`src/rtl/car_park_occupancy.sv`:
```
// car_park_occupancy: decodes a/b beam sequences into inc/dec pulses
// and a saturating count. Define CARPARK_SYNC_EN for 2-flop input sync.
module car_park_occupancy #(
  parameter int CNT_W   = 4,
  parameter int MAX_OCC = 15
) (
  input  logic             clk,
  input  logic             reset,
  input  logic             a,
  input  logic             b,
  output logic             inc_pulse,
  output logic             dec_pulse,
  output logic [CNT_W-1:0] count,
  output logic             full,
  output logic             empty,
  output logic [2:0]       debug_state
);

  typedef enum logic [2:0] {
    IDLE  = 3'd0,
    EN1   = 3'd1,
    EN2   = 3'd2,
    EN3   = 3'd3,
    EX1   = 3'd4,
    EX2   = 3'd5,
    EX3   = 3'd6,
    FAULT = 3'd7
  } state_t;

  localparam logic [CNT_W-1:0] MAX_C = CNT_W'(MAX_OCC);
  localparam logic [CNT_W-1:0] ONE_C = CNT_W'(1);

  state_t           state;
  state_t           state_nxt;
  logic             a_s;
  logic             b_s;
  logic [1:0]       ab;
  logic             entry_done;
  logic             exit_done;
  logic [CNT_W-1:0] cnt_nxt;

`ifdef CARPARK_SYNC_EN
  logic [1:0] a_sync;
  logic [1:0] b_sync;

  // two-flop synchronizers, cleared on reset
  always_ff @(posedge clk or negedge reset) begin
    if (!reset) begin
      a_sync <= 2'b00;
      b_sync <= 2'b00;
    end else begin
      a_sync <= {a_sync[0], a};
      b_sync <= {b_sync[0], b};
    end
  end

  assign a_s = a_sync[1];
  assign b_s = b_sync[1];
`else
  assign a_s = a;
  assign b_s = b;
`endif

  assign ab = {a_s, b_s};

  // next-state decode; completion flags fire on the final 00
  always_comb begin
    state_nxt  = state;
    entry_done = 1'b0;
    exit_done  = 1'b0;
    unique case (state)
      IDLE: begin
        case (ab)
          2'b10:   state_nxt = EN1;
          2'b01:   state_nxt = EX1;
          2'b11:   state_nxt = FAULT;
          default: state_nxt = IDLE;
        endcase
      end
      EN1: begin
        case (ab)
          2'b10:   state_nxt = EN1;
          2'b11:   state_nxt = EN2;
          2'b01:   state_nxt = FAULT;
          default: state_nxt = IDLE;
        endcase
      end
      EN2: begin
        case (ab)
          2'b11:   state_nxt = EN2;
          2'b01:   state_nxt = EN3;
          2'b10:   state_nxt = FAULT;
          default: state_nxt = IDLE;
        endcase
      end
      EN3: begin
        case (ab)
          2'b01:   state_nxt = EN3;
          2'b00: begin
            state_nxt  = IDLE;
            entry_done = 1'b1;
          end
          default: state_nxt = FAULT;
        endcase
      end
      EX1: begin
        case (ab)
          2'b01:   state_nxt = EX1;
          2'b11:   state_nxt = EX2;
          2'b10:   state_nxt = FAULT;
          default: state_nxt = IDLE;
        endcase
      end
      EX2: begin
        case (ab)
          2'b11:   state_nxt = EX2;
          2'b10:   state_nxt = EX3;
          2'b01:   state_nxt = FAULT;
          default: state_nxt = IDLE;
        endcase
      end
      EX3: begin
        case (ab)
          2'b10:   state_nxt = EX3;
          2'b00: begin
            state_nxt = IDLE;
            exit_done = 1'b1;
          end
          default: state_nxt = FAULT;
        endcase
      end
      FAULT: begin
        if (ab == 2'b00) begin
          state_nxt = IDLE;
        end
      end
      default: state_nxt = IDLE;
    endcase
  end

  // saturating occupancy update
  always_comb begin
    cnt_nxt = count;
    unique case (1'b1)
      entry_done && (count < MAX_C):
        cnt_nxt = count + ONE_C;
      exit_done && (count != '0):
        cnt_nxt = count - ONE_C;
      default: cnt_nxt = count;
    endcase
  end

  // state, count, pulses and flags all registered together
  always_ff @(posedge clk or negedge reset) begin
    if (!reset) begin
      state     <= IDLE;
      count     <= '0;
      inc_pulse <= 1'b0;
      dec_pulse <= 1'b0;
      full      <= 1'b0;
      empty     <= 1'b1;
    end else begin
      state     <= state_nxt;
      count     <= cnt_nxt;
      inc_pulse <= entry_done;
      dec_pulse <= exit_done;
      full      <= (cnt_nxt == MAX_C);
      empty     <= (cnt_nxt == '0);
    end
  end

  assign debug_state = state;

endmodule
```
`config.mk`:
```
export PLATFORM = sky130hd
export DESIGN_NAME = car_park_occupancy
export DESIGN_NICKNAME = d
export VERILOG_FILES = /design/src/rtl/car_park_occupancy.sv
export SDC_FILE = /design/constraint.sdc
export NUM_CORES = 1
export LEC_CHECK = 0
export CORE_UTILIZATION = 50
export DETAILED_ROUTE_END_ITERATION = 10
export HOLD_SLACK_MARGIN = 0.05
export PLACE_DENSITY_LB_ADDON = 0.2
export SYNTH_ARGS = -nofsm -noshare
export SYNTH_HDL_FRONTEND = slang
export SYNTH_SLANG_ARGS = --single-unit
```
`constraint.sdc`:
```
create_clock -name clk -period 2.9 [get_ports clk]
set_input_delay 0.29 -clock clk [delete_from_list [all_inputs] [get_ports clk]]
set_output_delay 0.29 -clock clk [all_outputs]
set_load 0.05 [all_outputs]
```
Word level (Yosys, flattened, before mapping) --
Index checks and enable logic that the tools add are counted.
Word-level totals: flip-flop bits (word level) 11, bits in latches 0, bits in writable memories 0, memory bits (read-only) 0, bits of input ports 4, memories 0
Operators by class: add/subtract/negate cells 2, multipliers 0, div/mod/pow operators 0, magnitude comparators 1, equality and inequality tests 12, shifts and indexed selects 0, mux-type cells 13, bitwise operators 0, reductions and logical operators 6
Operators by type and width (number):
- 3-bit one-hot mux with 3 select lines | 5
- 3-bit one-hot mux with 8 select lines | 1
- 3-bit == test (second input constant) | 4
- 3-bit one-hot mux with 2 select lines | 2
- 4-bit one-hot mux with 2 select lines | 1
- 3-bit by 2-bit == test with 1-bit output (second input constant) | 2
- 4-bit by 1-bit adder with 4-bit output (second input constant) | 1
- 2-bit == test (second input constant) | 2
- 4-bit == test (second input constant) | 1
- 4-bit logical NOT | 1
- 4-bit < comparator (second input constant) | 1
- 4-bit nonzero test | 1
- 4-bit by 1-bit subtractor with 4-bit output (second input constant) | 1
- 3-bit by 1-bit == test with 1-bit output (second input constant) | 1
- 3-bit logical NOT | 1
- 1-bit two-way mux | 3
- 3-bit two-way mux | 1
- 2-bit by 1-bit == test with 1-bit output (second input constant) | 1
- 1-bit logical AND | 2
- 2-bit logical NOT | 1
- 2-bit inequality test (second input constant) | 1

Longest topological paths before layout --
depth in word-level cells 6, gate-level depth with buffers 11

Worst setup path before layout --
No wires, ideal clock.
path kind register to register, start register count[0], end register full, setup time 0.121 ns, data arrival time 2.736 ns, setup slack 0.043 ns, stages on the path, launching flop included 10, path buffers 1, period minus slack after synthesis 2.857 ns, cells stage by stage dfrtp_1 buf_6 or3_1 o21ai_0 inv_1 ha_1 a21o_1 a21oi_1 mux4_2 o221a_4
Between the ends: longest elaborated chain between the ends 4, elaborated cells between the ends (all ways) 8, classes of those cells add/sub: 2; order compare: 1; eq/ne: 1; mux: 1; reduce/logical: 3
RTL lines:
- start: declaration | line 13 | output logic [CNT_W-1:0] count,
- start signal: assignment | line 164 | count <= cnt_nxt;
- 4-bit < comparator / 4-bit nonzero test (equally long branches) | line 145, 147
- 1-bit logical AND, on equally long branches | line 145, 147
- 4-bit one-hot mux with 2 select lines * | line 144 | unique case (1'b1)
- named net cnt_nxt[3] | line 40 | logic [CNT_W-1:0] cnt_nxt;
- 4-bit == test * | line 167 | full <= (cnt_nxt == MAX_C);
- end signal: assignment | line 167
- end: declaration | line 14 | output logic full,
The timed path passes the listed nets; every way through them passes the cells marked *. A chain may end at the register's enable or synchronous reset.

Worst setup path in the final report --
start input a, end register full
Between the ends: longest elaborated chain between the ends 6, elaborated cells between the ends (all ways) 8, classes of those cells eq/ne: 1; mux: 4; reduce/logical: 3
RTL lines:
- start: declaration | line 9 | input logic a,
- 2-bit logical NOT | line 123 | case (ab)
- 1-bit two-way mux | line 123
- 1-bit two-way mux | line 71 | unique case (state)
- named net exit_done | line 39 | logic exit_done;
- 1-bit logical AND | line 147 | exit_done && (count != '0):
- 4-bit one-hot mux with 2 select lines | line 144
- named net cnt_nxt[3] | line 40
- 4-bit == test | line 167
The timed path passes the listed nets, and every way through them passes these cells.

==> results.ini <==
[detailed_routing]
drtIter0Drc=23
routed_wl_um=1840
vias_per_cell=5.49
firstDrtPassIters=4
drc=0
post_drt_wl_per_cell_um=12.2
ant_nets=0
vias=829

[cts]
numCtsBuffers=3
cts_tree=yes
cts_hold_buf=0
clock_path_buffers=2
htree_levels=1
clkSinkCount=11
cts_resized=0
clock-root-buffer=clkbuf_4
cts_setup_buffers=0
clk_pin_slew_ns=0.07
insertion_delay_ns=0.27

[sta]
finalHoldViolCount=0
fmax_mhz=380
worst_pin_slew_ns=0.495
fin_crit_sh_pct=90.7
slew_headroom_pct=66.9
setup_viol=0
period_needed_ns=2.63
finClkSkew_ns=0.00880
fin_setup_tns_ns=0
finalWorstSetupSlack_ns=0.270
whs_ns=0.349
rsz0062_at_grt=false
maxSlewViolCount=0

[finish]
diodes=0
final_util_pct=69.3
drive_gt1_share_pct=19.8
nNetsFinal=142
final_cell_count_no_fill=151
final_area_mm2=0.00120
syn_to_final_growth_pct=29.5

[setup_path]
slowest_delay_ns=0.57
path_common_cell=inv_1
path_class=in2reg
cp_max_fo=3
cpMaxStageDelayCell=mux4_2
critPathBufInv=4
critPathCaptureType=flop
start_kind=input port
crit_required_ns=3.05
path_delay_family=buffers and inverters
cp.arrival_ns=2.78
crit_chain=clkdlybuf4s50_1 > inv_1 > ha_1 > nand4b_1 > inv_1 > o21ai_1 > inv_1 > ha_1 > a21o_1 > a21oi_1 > mux4_2 > o221a_4

[die]
die_w_um=45.0
start_util_pct=53.6
die_area_mm2=0.00203
num_rows=15
fp.coreArea_mm2=0.00173
io_pins=15
die_h_um=45.0

[synthesis]
synth_top_flop_cell=dfrtp_1
synth_area_leaders=dfrtp_1 27%, ha_1 14%, a21oi_1 3.2%, nor3_1 3.2%, inv_1 3.2%
seq_area_frac_synth_pct=29.9
yosys_warnings=0
yosysTopAreaCell=dfrtp_1
synth_area_um2=925
syn_inst=99
synth_common_cells=10 x dfrtp_1, 10 x ha_1, 8 x inv_1
synth_area_per_cell_um2=9.34
ys_async_sr_fraction_pct=100
synth-edff-count=0
syn_nets=114
synth_top_area_share_pct=27.1
yosysUniqueCellTypes=37
ys_seq_elements=11

[place]
place_congestion=0.873
hpwl_um=1460
dp.cells=147
port_buffers=14
pre_cts_slack_ns=-0.0265
dpl_cell_area_mm2=0.00117

[hold_path]
hold_path_class=in2async

[grt]
track_usage_pct=20.8
grt_overflow=0
grt_first_pass_wirelength_um=3020
first_global_vias=687
grt_max_degree=18
antenna_found_initial=0

[pwr]
leakage_nw=0.547
power.density_mw_per_mm2=1100
vdd_ir_drop_max_v=0.000661
total_power_mw=1.31

[status]
status=finished, final reports clean

[run]
drv_cap=0

==> registers in the layout, indices dropped and copies added (netlist names) <==
register,cells
full,1
count,4
empty,1
dec_pulse,1
debug_state,3
inc_pulse,1
==> area by class of cell <==
| class | count | area [µm²] |
|---|---|---|
| clock buffers | 4 | 26.3 |
| fillers | 153 | 529 |
| inverters | 9 | 38.8 |
| multi-input cells | 75 | 587 |
| flip-flops and latches | 11 | 277 |
| well taps | 25 | 31.3 |
| repair buffers | 27 | 238 |
==> where the power goes <==
| group | leakage, nW | internal, mW | switching, mW |
|---|---|---|---|
| clock | 0.0150 | 0.0532 | 0.0500 |
| combinational | 0.400 | 0.375 | 0.537 |
| sequential | 0.132 | 0.218 | 0.0794 |
==> logic make-up (layout without fill, tap and decap cells) <==
family	count (synthesis)	in the layout	share of synthesized area (%)
and+or+nand+nor	34	34	21.0
AOI/OAI and AO/OA	25	25	20.3
buffers and inverters	13	40	6.63
adders and majority gates	11	11	15.7
DFF	11	11	29.9
muxes	3	3	4.60
xor gates and xnor gates	2	2	1.89
==> routing by layer <==
layer  GRT usage (%)  vias up  wire [µm]
met5               0        -          0
met4            1.82        0         10
met3            7.20        2         85
met2            30.1       27        842
met1            30.9      387        902
li1                -      413          -
==> placed cells by master, fill, tap and decap left out, types with 2 or more instances in the layout <==
cell,synthesis,final
nand2_1,6,6
nand4_1,3,3
nor3_1,6,6
mux2i_1,2,2
buf_4,0,13
o21ai_0,3,2
nor2_1,6,6
a21oi_2,2,2
or3_1,2,2
clkdlybuf4s50_1,0,14
clkbuf_4,0,3
a22oi_1,3,3
nor2b_1,4,4
o31ai_1,2,2
ha_1,10,10
a21oi_1,6,6
dfrtp_1,10,10
inv_1,8,8
nand2b_1,3,3
==> worst register-to-register path, stage by stage, from the launching register on <==
cell and delay [ns]:
dfrtp_1 0.48, or3_1 0.40, o21ai_1 0.19, inv_1 0.09, ha_1 0.28, a21o_1 0.18, a21oi_1 0.20, mux4_2 0.57
o221a_4 0.13
==> worst paths after layout <==
path                                      from        endpoint  slack (ns)  cells after the start
worst max-delay path                         a            full        0.27                     12
worst min-delay path                     reset       inc_pulse        0.35                      1
worst max register to register        count[0]            full        0.27                      8
worst min register to register  debug_state[1]  debug_state[0]        0.60                      1
max in group asynchronous                reset           empty        2.19                      1
min in group clk                debug_state[1]  debug_state[0]        0.60                      1
Note: power is estimated with default switching activity, not from simulation.
